--- config.mk ---
export PLATFORM = sky130hd
export DESIGN_NAME = uart_rx_flat
export DESIGN_NICKNAME = d
export VERILOG_FILES = /design/src/rtl/uart_rx_if.sv /design/src/rtl/uart_rx.sv /design/src/flat_wrapper.sv
export SDC_FILE = /design/constraint.sdc
export NUM_CORES = 1
export LEC_CHECK = 0
export CELL_PAD_IN_SITES_DETAIL_PLACEMENT = 1
export CELL_PAD_IN_SITES_GLOBAL_PLACEMENT = 2
export CORE_MARGIN = 4
export CORE_UTILIZATION = 38
export DETAILED_ROUTE_END_ITERATION = 7
export GPL_TIMING_DRIVEN = 1
export PLACE_DENSITY_LB_ADDON = 0.1
export REMOVE_ABC_BUFFERS = 1
export SLEW_MARGIN = 20
export SYNTH_ARGS = -nofsm -noshare
export SYNTH_HDL_FRONTEND = slang
export SYNTH_SLANG_ARGS = --single-unit
--- constraint.sdc ---
create_clock -name clk -period 2.4 [get_ports clk]
set_clock_uncertainty 0.2 [all_clocks]
set_input_delay 0.24 -clock clk [delete_from_list [all_inputs] [get_ports clk]]
set_output_delay 0.24 -clock clk [all_outputs]
set_load 0.1 [all_outputs]
--- src/rtl/uart_rx_if.sv ---
// Receiver-side bundle for uart_rx: tick/serial in, word and status strobes out.
// slave = the receiver, master = whatever drives the line and consumes the words.
interface uart_rx_if #(
  parameter int DATA_BITS = 8
);
  logic                 i_Rx_Tick;
  logic                 i_Rx_Serial;
  logic [DATA_BITS-1:0] o_Rx_Data;
  logic                 o_Rx_Valid;
  logic                 o_Frame_Err;
  logic                 o_Parity_Err;
  logic                 o_Busy;

  modport slave (
    input  i_Rx_Tick, i_Rx_Serial,
    output o_Rx_Data, o_Rx_Valid, o_Frame_Err, o_Parity_Err, o_Busy
  );

  modport master (
    output i_Rx_Tick, i_Rx_Serial,
    input  o_Rx_Data, o_Rx_Valid, o_Frame_Err, o_Parity_Err, o_Busy
  );
endinterface

--- src/rtl/uart_rx.sv ---
// Oversampling UART receiver: start-bit qualification, mid-bit sampling, stop check.
// Define UART_RX_PARITY_EN to add a parity bit between the data bits and the stop bit.
module uart_rx #(
  parameter int DATA_BITS  = 8,
  parameter int OVERSAMPLE = 16,
  parameter int PARITY_ODD = 0
) (
  input  logic    clk,
  input  logic    reset,
  uart_rx_if.slave bus
);
  localparam int TW = $clog2(OVERSAMPLE);
  localparam int BW = $clog2(DATA_BITS + 1);
  localparam logic [TW-1:0] TC_MID  = TW'(OVERSAMPLE / 2 - 1);
  localparam logic [TW-1:0] TC_END  = TW'(OVERSAMPLE - 1);
  localparam logic [BW-1:0] BC_LAST = BW'(DATA_BITS - 1);

  if (DATA_BITS < 5 || DATA_BITS > 9 || OVERSAMPLE < 8 ||
      (OVERSAMPLE & (OVERSAMPLE - 1)) != 0 ||
      PARITY_ODD < 0 || PARITY_ODD > 1) begin : g_bad_param
    $error("uart_rx: illegal parameter combination");
  end

  typedef enum logic [2:0] {
    IDLE,
    START,
    DATA,
`ifdef UART_RX_PARITY_EN
    PARITY,
`endif
    STOP,
    WAIT_IDLE
  } state_t;

  state_t               state, state_n;
  logic [1:0]           sync;
  logic                 rx_s;
  logic [TW-1:0]        tc, tc_n;
  logic [BW-1:0]        bc, bc_n;
  logic [DATA_BITS-1:0] sh, sh_n;
  logic [DATA_BITS-1:0] data_q, data_n;
  logic                 valid_q, valid_n;
  logic                 ferr_q, ferr_n;
  logic                 tick;
`ifdef UART_RX_PARITY_EN
  localparam logic PAR_ODD = 1'(PARITY_ODD);
  logic                 par, par_n;
  logic                 perr_q, perr_n;
`endif

  assign tick = bus.i_Rx_Tick;
  assign rx_s = sync[1];

  // Sync flops reset to the idle level so reset release cannot fake a start bit.
  always_ff @(posedge clk or posedge reset) begin
    if (reset) sync <= 2'b11;
    else       sync <= {sync[0], bus.i_Rx_Serial};
  end

  always_ff @(posedge clk or posedge reset) begin
    if (reset) begin
      state   <= IDLE;
      tc      <= '0;
      bc      <= '0;
      sh      <= '0;
      data_q  <= '0;
      valid_q <= 1'b0;
      ferr_q  <= 1'b0;
`ifdef UART_RX_PARITY_EN
      par     <= 1'b0;
      perr_q  <= 1'b0;
`endif
    end else begin
      state   <= state_n;
      tc      <= tc_n;
      bc      <= bc_n;
      sh      <= sh_n;
      data_q  <= data_n;
      valid_q <= valid_n;
      ferr_q  <= ferr_n;
`ifdef UART_RX_PARITY_EN
      par     <= par_n;
      perr_q  <= perr_n;
`endif
    end
  end

  always_comb begin
    state_n = state;
    tc_n    = tc;
    bc_n    = bc;
    sh_n    = sh;
    data_n  = data_q;
    valid_n = 1'b0;
    ferr_n  = 1'b0;
`ifdef UART_RX_PARITY_EN
    par_n   = par;
    perr_n  = 1'b0;
`endif
    case (state)
      IDLE: begin
        if (tick && !rx_s) begin
          state_n = START;
          tc_n    = '0;
        end
      end
      START: begin
        if (tick) begin
          if (tc == TC_MID) begin
            // A low line that is gone by mid start bit is a glitch, not a frame.
            if (!rx_s) begin
              state_n = DATA;
              tc_n    = '0;
              bc_n    = '0;
            end else begin
              state_n = IDLE;
            end
          end else begin
            tc_n = tc + TW'(1);
          end
        end
      end
      DATA: begin
        if (tick) begin
          if (tc == TC_END) begin
            sh_n = {rx_s, sh[DATA_BITS-1:1]};
            tc_n = '0;
            bc_n = bc + BW'(1);
            if (bc == BC_LAST) begin
`ifdef UART_RX_PARITY_EN
              state_n = PARITY;
`else
              state_n = STOP;
`endif
            end
          end else begin
            tc_n = tc + TW'(1);
          end
        end
      end
`ifdef UART_RX_PARITY_EN
      PARITY: begin
        if (tick) begin
          if (tc == TC_END) begin
            par_n   = rx_s;
            tc_n    = '0;
            state_n = STOP;
          end else begin
            tc_n = tc + TW'(1);
          end
        end
      end
`endif
      STOP: begin
        if (tick) begin
          if (tc == TC_END) begin
            tc_n = '0;
            if (rx_s) begin
              data_n  = sh;
              valid_n = 1'b1;
`ifdef UART_RX_PARITY_EN
              perr_n  = ((^sh) ^ PAR_ODD) != par;
`endif
              state_n = IDLE;
            end else begin
              ferr_n  = 1'b1;
              state_n = WAIT_IDLE;
            end
          end else begin
            tc_n = tc + TW'(1);
          end
        end
      end
      WAIT_IDLE: begin
        // Hold off until the line returns high so a break does not retrigger.
        if (tick && rx_s) state_n = IDLE;
      end
      default: state_n = IDLE;
    endcase
  end

  assign bus.o_Rx_Data   = data_q;
  assign bus.o_Rx_Valid  = valid_q;
  assign bus.o_Frame_Err = ferr_q;
  assign bus.o_Busy      = (state != IDLE);
`ifdef UART_RX_PARITY_EN
  assign bus.o_Parity_Err = perr_q;
`else
  assign bus.o_Parity_Err = 1'b0;
`endif
endmodule

--- src/flat_wrapper.sv ---
// flat-port wrapper written by rule: the top's interface ports become plain ports
module uart_rx_flat 
#(
  parameter int DATA_BITS  = 8,
  parameter int OVERSAMPLE = 16,
  parameter int PARITY_ODD = 0
)
  (clk, reset, bus_i_Rx_Tick, bus_i_Rx_Serial, bus_o_Rx_Data, bus_o_Rx_Valid, bus_o_Frame_Err, bus_o_Parity_Err, bus_o_Busy);
  uart_rx_if #(.DATA_BITS(DATA_BITS)) bus_i ();
  input  logic clk;
  input  logic reset;
  input wire logic [$bits(bus_i.i_Rx_Tick)-1:0] bus_i_Rx_Tick;
  input wire logic [$bits(bus_i.i_Rx_Serial)-1:0] bus_i_Rx_Serial;
  output wire logic [$bits(bus_i.o_Rx_Data)-1:0] bus_o_Rx_Data;
  output wire logic [$bits(bus_i.o_Rx_Valid)-1:0] bus_o_Rx_Valid;
  output wire logic [$bits(bus_i.o_Frame_Err)-1:0] bus_o_Frame_Err;
  output wire logic [$bits(bus_i.o_Parity_Err)-1:0] bus_o_Parity_Err;
  output wire logic [$bits(bus_i.o_Busy)-1:0] bus_o_Busy;
  assign bus_i.i_Rx_Tick = bus_i_Rx_Tick;
  assign bus_i.i_Rx_Serial = bus_i_Rx_Serial;
  assign bus_o_Rx_Data = bus_i.o_Rx_Data;
  assign bus_o_Rx_Valid = bus_i.o_Rx_Valid;
  assign bus_o_Frame_Err = bus_i.o_Frame_Err;
  assign bus_o_Parity_Err = bus_i.o_Parity_Err;
  assign bus_o_Busy = bus_i.o_Busy;
  uart_rx #(.DATA_BITS(DATA_BITS), .OVERSAMPLE(OVERSAMPLE), .PARITY_ODD(PARITY_ODD)) u_core (.clk(clk), .reset(reset), .bus(bus_i));
endmodule
# Word level (Yosys, flattened, before mapping)
# Cells that the tools add are included.
[totals]
ff_bits = 31
elab_cells = 74
out_inout_bits = 12
in_bits = 4
[classes]
n_mux = 32
reduce_logical = 13
eq_ne = 19
add_sub_neg = 2
[ops]
columns = ["operator", "count"]
rows = [
  ["2-to-1 mux 4 bit", 10],
  ["2-to-1 mux 3 bit", 10],
  ["case mux 3 bit (5 select lines)", 1],
  ["inequality test 2 x 1 -> 1 bit (second input constant)", 7],
  ["case mux 4 bit (3 select lines)", 1],
  ["AND reduction 9 bit", 1],
  ["adder 4 x 1 -> 4 bit (second input constant)", 2],
  ["== test 4 x 3 -> 1 bit (second input constant)", 2],
  ["2-to-1 mux 1 bit", 8],
  ["inequality test 2 bit (second input constant)", 4],
  ["case mux 4 bit (2 select lines)", 1],
  ["== test 3 x 2 -> 1 bit (second input constant)", 2],
  ["AND reduction 6 bit", 1],
  ["nonzero test 3 bit", 2],
  ["AND reduction 5 bit", 1],
  ["== test 4 bit (second input constant)", 1],
  ["AND reduction 4 bit", 1],
  ["== test 3 x 1 -> 1 bit (second input constant)", 1],
  ["== test 3 bit (second input constant)", 1],
  ["zero test 3 bit", 1],
  ["inequality test 3 bit (second input constant)", 1],
  ["AND reduction 3 bit", 1],
  ["logical AND 1 bit", 2],
  ["2-to-1 mux 2 bit", 1],
  ["3 further kinds", 3],
]

# Depth between registers and ports, before layout
# Gate-level depths: netlist of the first run.
[depth]
word_depth = 5
ltp_mapped = 5
ltp_nobuf = 5

# Worst setup path after synthesis of the first run
# OpenSTA, ideal clock, no wires.
[synth_path]
kind = "reg-to-reg"
startpoint = "register u_core.tc[0]"
endpoint = "register u_core.data_q[0] (netlist: u_core.bus.o_Rx_Data[0])"
path_stages_with_launch = 6
arrival_ns = 1.480
required_time_ns = 2.074
period_less_slack_ns = 1.806
setup_slack_ns = 0.594
path_buffers = 0
setup_ns = 0.126
path_cell_list = "dfrtp_1 > ha_1 > and3_1 > and4_4 > nand2_4 > mux2_2"
[synth_via]
elab_chain_len = 2
[synth_lines]
columns = ["item", "line", "source"]
rows = [
  ["from (decl)", "uart_rx.sv:38", "logic [TW-1:0] tc, tc_n;"],
  ["from (signal assigned)", "uart_rx.sv:75", "tc <= tc_n;"],
  ["== test 4 bit", "uart_rx.sv:156", "if (tc == TC_END) begin"],
  ["AND reduction 4 bit (no line)", "--", ""],
  ["to (signal assigned)", "uart_rx.sv:78", "data_q <= data_n;"],
  ["to (decl)", "uart_rx.sv:41", "logic [DATA_BITS-1:0] data_q, data_n;"],
]
# No other way between the ends.
# A chain may end at the register's enable or synchronous reset.

# Worst setup path after layout of the first run
[layout_path]
startpoint = "register u_core.state[2]"
endpoint = "output bus_o_Busy"
[layout_via]
elab_chain_len = 1
[layout_lines]
columns = ["item", "line", "source"]
rows = [
  ["from (decl)", "uart_rx.sv:35", "state_t state, state_n;"],
  ["from (signal assigned)", "uart_rx.sv:74", "state <= state_n;"],
  ["nonzero test 3 bit", "uart_rx.sv:185", "assign bus.o_Busy = (state != IDLE);"],
  ["to (decl)", "flat_wrapper.sv:18", "output wire logic [$bits(bus_i.o_Busy)-1:0] bus_o_Busy;"],
]
# No other way between the ends.

==> impl_metrics.json, run 1 <==
{
  "status": "finished, final reports clean",
  "grt_setup_unrepaired": "false",
  "ir_drop_uv": 546,
  "syn_inst": 121,
  "cts.sinks": 31,
  "synth_common_cells": "dfrtp_1 (29), mux2_2 (16), nor2_1 (5)",
  "final.fill_count": 406,
  "drc_errors": 0,
  "synth_top_area_share_pct": 47.9,
  "cts_made_buffers": 5,
  "synth_area_um2": 1510,
  "start_kind": "flop",
  "syn_area_per_cell_um2": 12.5,
  "fmax_mhz": 486,
  "die_width_um": 71.1,
  "rrSetupSlack_ns": 0.41,
  "multiInputGateArea_um2": 696,
  "netlist_top_cells_area": "dfrtp_1 (48%), mux2_2 (12%), dfstp_2 (3.5%)",
  "yosysWarningCount": 0,
  "initial_core_util_pct": 40.4,
  "port_buffers": 14,
  "drt-wirelength-per-cell_um": 16.3,
  "critPathMaxStageDelay_ns": 0.56,
  "rr_startpoint": "u_core.tc[0]$_DFFE_PP0P_",
  "synth_edf_count": 0,
  "area_growth_pct": 17.0,
  "cts_resized": 0,
  "wirelength_mm": 3.04,
  "die_area_um2": 5060,
  "grt_max_degree": 32,
  "worstReg2RegEnd": "u_core.tc[0]$_DFFE_PP0P_",
  "htree_levels": 2,
  "gp_congestion": 0.782,
  "design.core.area_um2": 3740,
  "ys.flop_type": "dfrtp_1",
  "cts_tree": "built",
  "pin_count": 16,
  "worstPathCellList": "or3_2, buf_4",
  "drv_cap": 0,
  "cp_slowest_cell": "dfrtp_1",
  "dpl.hpwl_mm": 2.11,
  "async_reset_ff_share_pct": 100,
  "period_needed_ns": 2.06,
  "max-slew-margin-rel_pct": 65.9,
  "p_leak_nw": 0.863,
  "tightest_slew_ns": 0.512,
  "crit_fanout": 14,
  "nets": 145,
  "ys_ff_latch": 31,
  "fin_crit_sh_pct": 85.7,
  "final_antenna_net_count": 0,
  "drt_iter0_markers": 32,
  "grt_pass1_vias": 1025,
  "cpLargestDelayFamily": "flip-flops",
  "worstPathRequired_ns": 1.96,
  "seqCellArea_um2": 778,
  "clock_latency_ns": 0.28,
  "utilization_pct": 47.3,
  "holdBufCountCts": 0,
  "setup_viol": 0,
  "drive_gt1_share_pct": 36.7,
  "post_cts_buffers": 0,
  "gr-total-overflow": 0,
  "dr.pass1.iters": 4,
  "synth_most_common_cell": "dfrtp_1",
  "cp-end-kind": "output port",
  "hold_viol": 0,
  "grt_pass1_wl_mm": 5.18,
  "cp.arrival_ns": 1.62,
  "slew_viol_final": 0,
  "criticalPathCategory": "reg2out",
  "critPathBufInv": 1,
  "rows": 22,
  "cts.root.buffer_cell": "clkbuf_8",
  "tns_ns": 0,
  "antenna_cells": 0,
  "ff2ff_path_depth": 5,
  "drt-vias-per-instance": 5.34,
  "clk_pin_slew_worst_paths_ns": 0.06,
  "track_usage_pct": 13.2,
  "min_path_type": "in2async",
  "die_h_um": 71.1,
  "synth.distinct_cells": 49,
  "clockBufferDepth": 2,
  "synth-seq-area-share_pct": 51.4,
  "p_per_area_nw_per_um2": 852,
  "dr_total_vias": 998,
  "yosysTopAreaCell": "dfrtp_1",
  "antenna_found_initial": 0
}
-- cell usage in the layout (no fill, tap or decap), types with 2 or more instances in the layout --
cell | Yosys | final
nand3b_1 | 2 | 2
nand2_1 | 4 | 4
nor2_1 | 5 | 5
dfrtp_1 | 29 | 29
clkdlybuf4s50_1 | 0 | 3
o31ai_1 | 3 | 3
buf_4 | 2 | 12
ha_1 | 2 | 2
nand2b_1 | 2 | 2
a21oi_1 | 3 | 3
inv_1 | 4 | 4
mux2_4 | 2 | 2
nor3_1 | 3 | 3
a22o_1 | 2 | 2
o21ai_0 | 3 | 3
mux2_2 | 16 | 16
clkbuf_8 | 0 | 5
dfstp_2 | 2 | 2
nand3_1 | 3 | 3
a21o_1 | 2 | 2
-- per-stage QoR --
step / total power [mW] / area, µm² / hold slack, ns / setup WS [ns] / cells
after floorplan: 0.942 / 1490 / 0.0445 / 0.580 / 117
after global placement: 1.02 / 1670 / 0.147 / 0.418 / 180
after detailed placement: 1.03 / 1670 / 0.147 / 0.418 / 180
after CTS: 1.53 / 1770 / 0.156 / 0.319 / 187
after global routing: 1.60 / 1770 / 0.160 / 0.282 / 187
final: 1.51 / 1770 / 0.148 / 0.343 / 187
-- worst min-delay path: stages --
cell and delay, ns:
clkdlybuf4s50_1 0.40, inv_1 0.05, buf_4 0.35
-- worst max-delay path by stage --
stage                                                to                        start  cells past startpoint
floorplan                      u_core.sh[0]$_DFFE_PP0P_  u_core.state[2]$_DFFE_PP0P_                      3
global placement               u_core.tc[0]$_DFFE_PP0P_                bus_i_Rx_Tick                      4
detailed placement  u_core.bus.o_Rx_Data[1]$_DFFE_PP0P_  u_core.state[2]$_DFFE_PP0P_                      4
CTS                                          bus_o_Busy  u_core.state[2]$_DFFE_PP0P_                      2
global route                                 bus_o_Busy  u_core.state[2]$_DFFE_PP0P_                      2
finish                                       bus_o_Busy  u_core.state[2]$_DFFE_PP0P_                      2
-- state kept, by name, indices dropped and copies added (netlist names) --
name	cells
u_core.bus.o_Rx_Data	8
u_core.sh	8
u_core.bc	4
u_core.tc	4
u_core.state	3
u_core.sync	2
u_core.bus.o_Frame_Err	1
u_core.bus.o_Rx_Valid	1
-- logic make-up after synthesis --
kind of cell / share of synthesized area, %
AOI/OAI and AO/OA: 12.6
adders and majority gates: 1.65
buffers and inverters: 2.64
DFF: 51.4
muxes: 13.9
other: 0.248
and+or+nand+nor: 17.5
-- per-layer routing --
layer	up-vias	track usage [%]	wire length, µm
li1	478	-	-
met1	502	18.1	1500
met2	14	19.4	1400
met3	4	4.55	110
met4	0	4.38	34
met5	-	0	0
-- area by class of cell --
cell class / count / share of cell area [%]
Clock buffer: 6 / 4.10
Inverter: 4 / 0.847
Sequential cell: 31 / 43.9
Clock inverter: 1 / 1.69
Timing Repair Buffer: 15 / 6.78
Tap cell: 48 / 3.39
Multi-Input combinational cell: 82 / 39.3
-- power by group --
| group | internal [mW] | leakage, nW | switching [mW] | total (mW) |
|---|---|---|---|---|
| Combinational | 0.164 | 0.401 | 0.163 | 0.327 |
| Sequential | 0.589 | 0.410 | 0.106 | 0.695 |
| Clock | 0.304 | 0.0513 | 0.184 | 0.488 |
| Total | 1.06 | 0.863 | 0.453 | 1.51 |
(Power assumes the default switching activity.)
==> run 2, diff against run 1 <==
ABC_AREA = 1   (was unset)
CORE_UTILIZATION = 34   (was 38)
==> run 2 against run 1 <==
  * Worst hold slack worse by 0.0068 ns
  * First-iteration DRC count up 31%
  * Clock power up 26%
  * Combinational power up 70%
  * Largest cell class unchanged
==> impl_metrics.json, run 2 <==
{
  "status": "finished, final reports clean",
  "synth_common_cells": "nand2_1 (50), dfrtp_1 (29), inv_1 (15)",
  "cts.sinks": 31,
  "syn_inst": 177,
  "holdBufCountCts": 0,
  "gp_congestion": 0.776,
  "multiInputGateArea_um2": 662,
  "power_frac_seq_pct": 35.8,
  "htree_levels": 2,
  "area_growth_pct": 19.1,
  "ys.flop_type": "dfrtp_1",
  "power.internal_mw": 1.16,
  "die_area_um2": 5640,
  "cts.root.buffer_cell": "clkbuf_8",
  "p_sw_share_pct": 36.3,
  "tns_ns": 0,
  "synth_edf_count": 0,
  "clk_pin_slew_worst_paths_ns": 0.07,
  "rows": 24,
  "synth.distinct_cells": 26,
  "criticalPathCategory": "reg2reg",
  "drc_errors": 0,
  "synth-seq-area-share_pct": 50.9,
  "die_width_um": 75.1,
  "worstPathCellList": "ha_1, nand3_4, nor2_2, nand3_2, nand2_1, o21ai_2",
  "seqCellArea_um2": 778,
  "final_cell_mix": "nand2_1 (50), dfrtp_1 (29), inv_1 (15)",
  "final.fill_count": 523,
  "start_kind": "flop",
  "async_reset_ff_share_pct": 100,
  "port_buffers": 14,
  "pre_cts_ws_ns": 0.436,
  "grt_pass1_wl_mm": 5.83,
  "cts_resized": 0,
  "setup_slack_ns": 0.535,
  "drv_cap": 0,
  "final_antenna_net_count": 0,
  "yosysTopAreaCell": "dfrtp_1",
  "initial_core_util_pct": 35.1,
  "cts_tree": "built",
  "grt_max_degree": 32,
  "netlist_top_cells_area": "dfrtp_1 (47%), nand2_1 (12%), o21ai_2 (5.2%)",
  "finalNonFillerCells": 249,
  "min_path_type": "in2async",
  "yosysWarningCount": 0,
  "cp-end-kind": "flop",
  "design.core.area_um2": 4350,
  "clockBufferDepth": 2,
  "antenna_cells": 0,
  "synth_most_common_cell": "nand2_1",
  "drt-vias-per-instance": 4.78,
  "crit_fanout": 16,
  "power_frac_comb_pct": 30.5,
  "p_switching_uw": 661,
  "drt-wirelength-per-cell_um": 13.7,
  "p_leak_nw": 0.869,
  "track_usage_pct": 14.1,
  "layout_commonest_cell": "nand2_1",
  "ir_drop_uv": 653,
  "pin_count": 16,
  "synth_top_area_share_pct": 47.4,
  "critPathMaxStageDelay_ns": 0.39,
  "cts_made_buffers": 5,
  "grt_setup_unrepaired": "false",
  "ys_ff_latch": 31,
  "antenna_found_initial": 0,
  "dr_total_vias": 1191,
  "dr.pass1.iters": 4,
  "dp_cells": 241,
  "grt_pass1_vias": 1228,
  "post_cts_buffers": 0,
  "nets": 202,
  "synth_area_um2": 1530,
  "slew_viol_final": 0,
  "syn_area_per_cell_um2": 8.65,
  "die_h_um": 75.1,
  "worstPathRequired_ns": 2.36,
  "fmax_mhz": 536,
  "cp_slowest_cell": "dfrtp_1",
  "gr-total-overflow": 0,
  "drt_iter0_markers": 42,
  "setup_viol": 0,
  "dpl.hpwl_mm": 2.52,
  "p_per_area_nw_per_um2": 999,
  "clkPwrFrac_pct": 33.7,
  "period_needed_ns": 1.86,
  "fin_crit_sh_pct": 77.7,
  "drive_gt1_share_pct": 24.4,
  "wirelength_mm": 3.42,
  "hold_viol": 0,
  "clock_latency_ns": 0.28,
  "cp.arrival_ns": 1.83
}
-- run 2: through the flow --
stage	utilization (%)	instance area [µm²]	hold slack [ns]	power [mW]
floorplan	-	1500	0.0445	1.08
global placement	38.8	1690	0.147	1.21
detailed placement	38.8	1690	0.149	1.22
CTS	41.8	1820	0.148	1.85
global route	41.8	1820	0.155	1.95
finish	41.8	1820	0.141	1.82
-- run 2: cells by family after synthesis --
kind of cell             Yosys count  synth area share (%)
flip-flops                        31                  50.9
adder cells (fa/ha/maj)            2                  1.64
buffers and inverters             20                  5.89
other                              1                 0.245
AO/OA/AOI/OAI                     31                  12.7
XOR/XNOR                           2                  1.14
AND/OR/NAND/NOR                   90                  27.6
-- run 2: metal layers --
| metal | vias to the layer above | routed length [µm] | track usage, % |
|---|---|---|---|
| met5 | - | 0 | 0 |
| met2 | 16 | 1530 | 21.2 |
| met3 | 6 | 152 | 3.20 |
| li1 | 603 | - | - |
| met1 | 566 | 1680 | 18.8 |
| met4 | 0 | 59 | 7.71 |
-- run 2: area by class of cell --
type	instances	area share, %
inverters	17	3.50
repair buffers	15	6.59
clock inverters	2	3.30
clock buffers	6	3.98
well taps	52	3.57
flip-flops and latches	31	42.7
multi-input cells	126	36.3
-- run 2: path summary, 6_finish.rpt --
| path | start | endpoint | slack [ns] | cells past startpoint |
|---|---|---|---|---|
| min in group clk | bus_i_Rx_Serial | u_core.sync[0]$_DFF_PP1_ | 0.16 | 1 |
| hold reg to reg | u_core.sync[0]$_DFF_PP1_ | u_core.sync[1]$_DFF_PP1_ | 0.16 | 0 |
| hold / removal | reset | u_core.bc[2]$_DFFE_PP0P_ | 0.14 | 3 |
| setup / recovery | u_core.tc[0]$_DFFE_PP0P_ | u_core.bus.o_Rx_Data[1]$_DFFE_PP0P_ | 0.54 | 6 |
| max in group asynchronous | reset | u_core.sync[1]$_DFF_PP1_ | 1.52 | 3 |
| setup reg to reg | u_core.tc[0]$_DFFE_PP0P_ | u_core.bus.o_Rx_Data[1]$_DFFE_PP0P_ | 0.54 | 6 |
-- run 2: power groups by stage --
| stage | sequential, mW | combinational (mW) | clock, mW |
|---|---|---|---|
| final | 0.651 | 0.555 | 0.614 |
| after detailed placement | 0.659 | 0.559 | 0 |
| after global routing | 0.659 | 0.628 | 0.658 |
| after global placement | 0.659 | 0.551 | 0 |
| after floorplan | 0.643 | 0.441 | 0 |
| after CTS | 0.650 | 0.562 | 0.635 |
-- run 2: critical path: cells and delay by family (launching register included) --
family,cells,cell delay [ns]
DFF,1,0.39
adders and majority gates,1,0.29
and+or+nand+nor,4,0.80
AOI/OAI and AO/OA,1,0.06
